File: src/rtl/adc_serial_reader.sv
// rtl/adc_serial_reader.sv - conversion and serial readout controller for a 12-bit SPI-style ADC
//
// Purpose:
//   Starts one conversion on request and pulses adc_convst. It waits for the
//   conversion to finish. It then gates the divider's slow clock onto adc_sck,
//   shifting the channel config word out on adc_sdi and the sample in from
//   adc_sdo. The completed sample and its channel are presented with a
//   one-cycle sample_valid.
//
// Build option:
//   ADC_CONTINUOUS_EN - when defined, each finished readout immediately starts
//   the next conversion on the current ch_sel, without waiting for start.
//
// Ports:
//   clk_in         system clock
//   reset_n        asynchronous active-low reset
//   sclk_div       divided clock level, synchronous to clk_in
//   start          conversion request, honoured only while idle
//   ch_sel         channel for the requested conversion
//   adc_convst     conversion start pulse to the ADC
//   adc_sck        gated serial clock to the ADC
//   adc_sdi        config word to the ADC, MSB first
//   adc_sdo        serial sample from the ADC, MSB first
//   sample_data    last completed sample
//   sample_channel channel of sample_data
//   sample_valid   one-cycle pulse when sample_data/sample_channel update
//   busy           high whenever a conversion is in progress

module adc_serial_reader #(
   parameter int DATA_BITS     = 12,
   parameter int CONVST_CYCLES = 2,
   parameter int CONV_CYCLES   = 80,
   parameter int UNIPOLAR      = 1
) (
   input  logic                 clk_in,
   input  logic                 reset_n,
   input  logic                 sclk_div,
   input  logic                 start,
   input  logic [2:0]           ch_sel,
   output logic                 adc_convst,
   output logic                 adc_sck,
   output logic                 adc_sdi,
   input  logic                 adc_sdo,
   output logic [DATA_BITS-1:0] sample_data,
   output logic [2:0]           sample_channel,
   output logic                 sample_valid,
   output logic                 busy
);

   localparam int CNT_MAX = (CONV_CYCLES > CONVST_CYCLES) ? CONV_CYCLES : CONVST_CYCLES;
   localparam int CNT_W   = $clog2(CNT_MAX + 1);
   localparam int BIT_W   = $clog2(DATA_BITS + 1);

   localparam logic [CNT_W-1:0] CONVST_LAST = CNT_W'(CONVST_CYCLES - 1);
   localparam logic [CNT_W-1:0] CONV_LAST   = CNT_W'(CONV_CYCLES - 1);
   localparam logic [BIT_W-1:0] BIT_LAST    = BIT_W'(DATA_BITS);
   localparam logic             UNI_BIT     = (UNIPOLAR != 0);

   typedef enum logic [2:0] {
      IDLE      = 3'd0,
      CONVST    = 3'd1,
      CONV_WAIT = 3'd2,
      SHIFT     = 3'd3,
      DONE      = 3'd4
   } state_t;

   state_t               state;
   logic                 sclk_q;
   logic [CNT_W-1:0]     cnt;
   logic [BIT_W-1:0]     bit_cnt;
   logic [DATA_BITS-1:0] tx;
   logic [DATA_BITS-1:0] rx;
   logic [2:0]           ch_q;
   logic                 rise;
   logic                 fall;

   assign rise = sclk_div & ~sclk_q;
   assign fall = ~sclk_div & sclk_q;

   // Config word: start bit, the channel bits in the ADC's odd/sign order
   // (ch0, ch2, ch1), the UNI bit and a sleep bit of 0. The rest are zeros.
   function automatic logic [DATA_BITS-1:0] cfg_word(input logic [2:0] ch);
      cfg_word = {1'b1, ch[0], ch[2], ch[1], UNI_BIT, 1'b0, {(DATA_BITS-6){1'b0}}};
   endfunction

   always_ff @(posedge clk_in or negedge reset_n) begin
      if (!reset_n) begin
         state          <= IDLE;
         sclk_q         <= 1'b0;
         cnt            <= '0;
         bit_cnt        <= '0;
         tx             <= '0;
         rx             <= '0;
         ch_q           <= 3'd0;
         adc_convst     <= 1'b0;
         adc_sck        <= 1'b0;
         adc_sdi        <= 1'b0;
         sample_data    <= '0;
         sample_channel <= 3'd0;
         sample_valid   <= 1'b0;
         busy           <= 1'b0;
      end else begin
         sclk_q       <= sclk_div;
         sample_valid <= 1'b0;

         case (state)
            IDLE: begin
               if (start) begin
                  ch_q       <= ch_sel;
                  state      <= CONVST;
                  busy       <= 1'b1;
                  adc_convst <= 1'b1;
                  cnt        <= '0;
                  tx         <= cfg_word(ch_sel);
                  adc_sdi    <= 1'b1;   // MSB of every config word is the start bit
               end
            end

            CONVST: begin
               if (cnt == CONVST_LAST) begin
                  adc_convst <= 1'b0;
                  state      <= CONV_WAIT;
                  cnt        <= '0;
               end else begin
                  cnt <= cnt + 1'b1;
               end
            end

            CONV_WAIT: begin
               if (cnt == CONV_LAST) begin
                  state   <= SHIFT;
                  bit_cnt <= '0;
                  adc_sck <= 1'b0;
                  cnt     <= '0;
               end else begin
                  cnt <= cnt + 1'b1;
               end
            end

            SHIFT: begin
               // A pulse always begins on a rise and ends on a fall. An initial
               // fall seen while adc_sck is low is therefore ignored, and a
               // stalled sclk_div simply holds the current level.
               if (rise && !adc_sck) begin
                  adc_sck <= 1'b1;
                  rx      <= {rx[DATA_BITS-2:0], adc_sdo};
                  bit_cnt <= bit_cnt + 1'b1;
               end else if (fall && adc_sck) begin
                  adc_sck <= 1'b0;
                  tx      <= {tx[DATA_BITS-2:0], 1'b0};
                  adc_sdi <= tx[DATA_BITS-2];
                  if (bit_cnt == BIT_LAST) begin
                     state          <= DONE;
                     sample_data    <= rx;
                     sample_channel <= ch_q;
                     sample_valid   <= 1'b1;
                     adc_sdi        <= 1'b0;
                  end
               end
            end

            DONE: begin
`ifdef ADC_CONTINUOUS_EN
               ch_q       <= ch_sel;
               state      <= CONVST;
               adc_convst <= 1'b1;
               cnt        <= '0;
               tx         <= cfg_word(ch_sel);
               adc_sdi    <= 1'b1;
`else
               state <= IDLE;
               busy  <= 1'b0;
`endif
            end

            default: begin
               state      <= IDLE;
               busy       <= 1'b0;
               adc_convst <= 1'b0;
               adc_sck    <= 1'b0;
               adc_sdi    <= 1'b0;
            end
         endcase
      end
   end

endmodule

File: config.mk
export PLATFORM = sky130hd
export DESIGN_NAME = adc_serial_reader
export DESIGN_NICKNAME = d
export VERILOG_FILES = /design/src/rtl/adc_serial_reader.sv
export SDC_FILE = /design/constraint.sdc
export NUM_CORES = 1
export LEC_CHECK = 0
export ABC_AREA = 1
export CELL_PAD_IN_SITES_DETAIL_PLACEMENT = 1
export CELL_PAD_IN_SITES_GLOBAL_PLACEMENT = 1
export CORE_MARGIN = 1
export CORE_UTILIZATION = 38
export DETAILED_ROUTE_END_ITERATION = 10
export GPL_TIMING_DRIVEN = 0
export HOLD_SLACK_MARGIN = 0.05
export PLACE_DENSITY = 0.73
export SYNTH_ARGS = -nofsm -noshare
export SYNTH_HDL_FRONTEND = slang
export SYNTH_SLANG_ARGS = --single-unit
File: constraint.sdc
create_clock -name clk_in -period 1.28 [get_ports clk_in]
set_input_delay 0.256 -clock clk_in [delete_from_list [all_inputs] [get_ports clk_in]]
set_output_delay 0.256 -clock clk_in [all_outputs]
set_load 0.01 [all_outputs]
Word level (Yosys, flattened, before mapping)
Cells that the tools add are included.
Storage, ports and cells
  register bits: 61
  bits of input ports: 8
  output and inout bits: 20
  logic and storage cells: 96
Cells by class
  $add $sub $neg: 2
  equal/unequal tests: 15
  muxes and demuxes: 34
  bitwise logic cells: 9
  reductions and logical operators: 22
Operators with widths (number)
  $mux 11: 3
  $pmux 11 s2: 1
  $mux 7: 3
  $pmux 7 s3: 1
  $mux 3: 6
  $ne 2x2->1 const B: 7
  $mux 1: 12
  $pmux 3 s4: 1
  $reduce_and 4->1: 3
  $reduce_or 3->1: 4
  $pmux 1 s3: 3
  $reduce_and 3->1: 3
  $mux 4: 2
  $pmux 4 s2: 1
  $reduce_and 2->1: 4
  $add 7x1->7 const B: 1
  $eq 7x1->1 const B: 1
  $eq 7x7->1 const B: 1
  $not 1->1: 7
  $eq 3x2->1 const B: 2
  $reduce_and 6->1: 1
  $add 4x1->4 const B: 1
  $eq 4x4->1 const B: 1
  $reduce_bool 2->1: 2
  9 further kinds: 11

Logic depth before layout (Yosys ltp)
  word-level depth: 6
  depth in mapped cells: 10
  gate-level depth less buffers: 10

Worst setup path after synthesis
No wires, ideal clock.
  path type: reg2reg
  start point: register cnt[0]
  end point: register state[0]
  library setup time: 121 ps
  arrival time: 1186 ps
  data required time: 1159 ps
  slack: -27 ps
  stages on the path, launching flop included: 9
  path buffers: 0
  clock period less this slack: 1307 ps
  cell sequence: dfrtp_1 ha_1 nand2_1 inv_1 nand3_1 nand2_2 nand2_2 o21bai_1 nand2_1
Between the ends
  word-level cells in the longest chain between the ends: 3
  elaborated cells between the ends (all ways): 5
  classes of those cells: eq/ne (4); reduce/logical (1)
Ends and longest elaborated chain
  start, declared: line 69  | logic [CNT_W-1:0] cnt;
  start signal, assigned: line 125  | cnt <= cnt + 1'b1;
  start signal, assigned: line 136  | cnt <= cnt + 1'b1;
  $eq 7x7->1 / $eq 7x1->1 (equally long branches): line 130, 120
  $ne 2x2->1 (no line)
  $reduce_and 6->1 (no line) *
  end signal, assigned: line 122  | state <= CONV_WAIT;
  end signal, assigned: line 131  | state <= SHIFT;
  end signal, assigned: line 153  | state <= DONE;
  end, declared: line 67  | state_t state;
Every way passes the cells marked *; elsewhere a longest branch is shown, timed or not.
A chain may end at the register's enable or synchronous reset.

Worst setup path after layout
  start point: register state[0]
  end point: register tx[8]
Between the ends
  word-level cells in the longest chain between the ends: 3
  elaborated cells between the ends (all ways): 8
  classes of those cells: eq/ne (4); mux (1); reduce/logical (3)
Ends and longest elaborated chain
  start signal, assigned: line 88  | state <= IDLE;
  start signal, assigned: line 110  | state <= CONVST;
  start signal, assigned: line 122
  $eq 3x2->1 / $logic_not 3->1 (equally long branches): line 106  | case (state)
  $ne 2x2->1 (no line) / $reduce_bool 2->1 (equally long branches)
  $reduce_and 4->1 (no line)
  end signal, assigned: line 114  | tx <= cfg_word(ch_sel);
  end signal, assigned: line 150  | tx <= {tx[DATA_BITS-2:0], 1'b0};
  end, declared: line 71  | logic [DATA_BITS-1:0] tx;
Several ways; a longest one is shown, not always the timed one.

==> impl_metrics.yaml <==
cts:
  clockBufferDepth: 2
  insertion_delay_ps: 320
  cts.sinks: 54
  cts-root-buf: "clkbuf_8"
  numCtsBuffers: 5
  h-tree-depth: 2
  clkTransAtPathRegs_ps: 110
  cts_tree: "built"
power_and_ir_drop:
  p_comb_share_pct: 56.4
  vdd_drop_max_uv: 1436
  intPower_mw: 4.712
  leakagePower_nw: 1.949
  pwr-share-clk_pct: 11.9
  swShare_pct: 46.57
  p_seq_share_pct: 31.7
  power.density_mw_per_mm2: 2207
  switchingPower_mw: 4.107
logic_synthesis:
  ys_seq_area_share_pct: 52.71
  syn-num-nets: 313
  yosys.area.top_type_share_pct: 52.71
  yosys.area.top_type: "dfrtp_1"
  ys_ff_latch: 54
  syn_area_mm2: 0.002564
  ys_top_cells_by_count: "nand2_1 (94), dfrtp_1 (54), inv_1 (36)"
  synthCells: 301
  yosys-top-cells-area: "dfrtp_1 (53%), nand2_1 (14%), inv_1 (5.3%)"
  syn_avg_cell_area_um2: 8.517
  ys_async_sr_fraction_pct: 100.0
  synth_most_common_cell: "nand2_1"
  ys.flop_type: "dfrtp_1"
  ys_warn_count: 0
  synth_enable_flop_cells: 0
  synthDistinctLibCells: 26
die:
  core_area_mm2: 0.006422
  fp-row-count: 29
  die_area_mm2: 0.007079
  start_util_pct: 39.92
  die_x_um: 84.14
  die_y_um: 84.14
  ios: 28
layout:
  nFillCells: 712
  layout-drive-gt1-share_pct: 49.11
  multi_input_area_mm2: 0.001476
  final_area_mm2: 0.003995
  final_cells: 470
  post-route-util_pct: 62.21
  syn_to_final_growth_pct: 55.83
  fin_nets: 404
  diodes: 0
  regArea_mm2: 0.001358
timing:
  fmax_mhz: 689.4
  min_period_over_period_pct: 113.3
  rsz0062_at_grt: "true"
  slew_viol_final: 0
  worst_pin_slew_ps: 526.8
  period_minus_slack_ps: 1451
  skew_ps: 11.20
  slew_headroom_pct: 64.88
  setup_slack_ps: -170.5
  hold_viol: 0
  setup_viol: 50
  tns_ps: -4856
detailed_routing:
  post_drt_via_cell_ratio: 5.232
  first_pass_iters: 7
  ant_nets: 0
  drt_drc_violations_left: 16
  wl_per_cell_um: 18.50
  drtIter0Drc: 175
  routed_wl_um: 8694
  vias: 2459
placement:
  placed_area_mm2: 0.002953
  place_congestion: 0.7679
  io_buffers: 27
  placed_cells: 406
  dp_hpwl_um: 4110
critical_path:
  crit_path_end_kind: "flip-flop"
  cpMaxStageDelayCell: "dfrtp_2"
  reg2reg_slack_ps: -170
  timing.rr.start: "state[0]$_DFFE_PN0P_"
  cp-start-kind: "flip-flop"
  cpPeakStageDelay_ps: 430
  crit_type: "reg -> reg"
  cpLargestDelayFamily: "simple AND/OR/NAND/NOR gates"
  critical_path_buf_inv_count: 2
  worstPathMaxFanout: 5
  r2r_end: "tx[8]$_DFFE_PN0P_"
  cp_data_required_time_ps: 1500
  crit_top_cell: "nand2_2"
  arrival_ps: 1670
  cp_cell_sequence: "nand2_2, nor2_4, inv_4, buf_6, o21ai_4, nand2_2, nand2_1, o21ai_1"
  reg2reg_depth: 8
global_route:
  grt_pass1_vias: 2460
  grt_pass1_wl_um: 12210
  grt_usage_pct: 21.79
  overflow: 0
  antenna_found_initial: 0
  grt_max_degree: 35
run:
  drv_cap: 0
hold_path:
  min_path_type: "in -> async"
status:
  status: "finished, violations left"
  violations: "DRC, setup timing"
==> metal layers <==
metal / track usage (%) / wire length (um) / vias up
li1: - / - / 1135
met1: 28.40 / 3613 / 1241
met2: 37.26 / 4610 / 62
met3: 4.031 / 296 / 21
met4: 6.270 / 174 / 0
met5: 0 / 0 / -
==> area by class of cell <==
cell class	instances	area share (%)
clock buffer	5	1.723
inverter	38	3.727
buffer	6	2.067
clock inverter	3	0.5951
sequential	54	33.98
timing repair buffer	84	18.54
multi-input combinational	203	36.96
tap	77	2.412
==> sequential cells by signal (all words and copies together), names as in the netlist <==
signal and cells:
sclk_q 1, busy 1, adc_sdi 1, sample_channel 3
rx 12, adc_sck 1, state 3, bit_cnt 4
sample_data 12, ch_q 3, sample_valid 1, cnt 7
adc_convst 1, tx 4
==> worst max-delay path by stage <==
stage                            from                       endpoint  slack [ps]  cells past startpoint
4_1_cts            cnt[0]$_DFFE_PN0P_           state[0]$_DFFE_PN0P_        -110                      8
6_report         state[0]$_DFFE_PN0P_              tx[8]$_DFFE_PN0P_        -170                      8
2_1_floorplan      cnt[0]$_DFFE_PN0P_           state[0]$_DFFE_PN0P_          -4                      8
3_5_place_dp                 sclk_div  sample_channel[0]$_DFFE_PN0P_        -490                      8
3_3_place_gp                  reset_n              tx[8]$_DFFE_PN0P_       -1780                      1
5_1_grt        bit_cnt[1]$_DFFE_PN0P_           state[0]$_DFFE_PN0P_        -210                      7
==> power by group through the flow <==
stage	clock network [mW]	logic, mW	registers, mW
detailed placement	0	2.62	2.71
global placement	0	2.50	2.69
finish	1.05	4.97	2.79
global route	1.14	5.34	2.86
floorplan	0	1.86	2.64
CTS	1.05	3.67	2.66
==> cell usage in the layout, fill, tap and decap left out, drive strengths merged, types with 6 or more instances in the layout <==
cell | netlist | routed
buf | 5 | 63
inv | 37 | 38
clkbuf | 1 | 7
clkdlybuf4s15 | 0 | 6
nand3 | 29 | 29
dlygate4sd2 | 0 | 12
clkdlybuf4s50 | 0 | 6
o21ai | 36 | 36
dfrtp | 54 | 54
nor2 | 25 | 25
nand2 | 97 | 97
==> metrics by stage <==
stage / hold WS [ps] / power [mW] / setup WS (ps)
finish: 429.7 / 8.819 / -170.5
global route: 469.6 / 9.339 / -207.0
detailed placement: 266.5 / 5.338 / -493.6
global placement: 455.8 / 5.192 / -1776
CTS: 453.4 / 7.381 / -109.5
floorplan: -39.59 / 4.498 / -3.880
==> logic make-up (layout without fill, tap and decap cells) <==
logic type	count (synthesis)	in the layout	share of synthesized area, %
AND/OR/NAND/NOR	154	154	26.11
flip-flops	54	54	52.71
buffers and inverters	44	136	7.564
AO/OA/AOI/OAI	41	41	10.30
adder cells (fa/ha/maj)	4	4	1.952
XOR/XNOR	4	4	1.366
==> worst reg2reg max path, cell delays in order, from the launching register on <==
cell and delay, ps:
dfrtp_2 430, nand2_2 90, nor2_4 190, inv_4 70
buf_6 150, o21ai_4 150, nand2_2 120, nand2_1 90
o21ai_1 70
==> repair_timing <==
action | in CTS | in global routing
buffers inserted | 31 | 21
hold endpoints to repair | 20 | 0
endpoints found under the setup margin | 71 | 68
hold buffers | 1 | 0
resized for setup | 98 | 100
pin swaps | 18 | 30
gates cloned | 2 | 1
No activity file was read; power rests on OpenSTA's default activity.
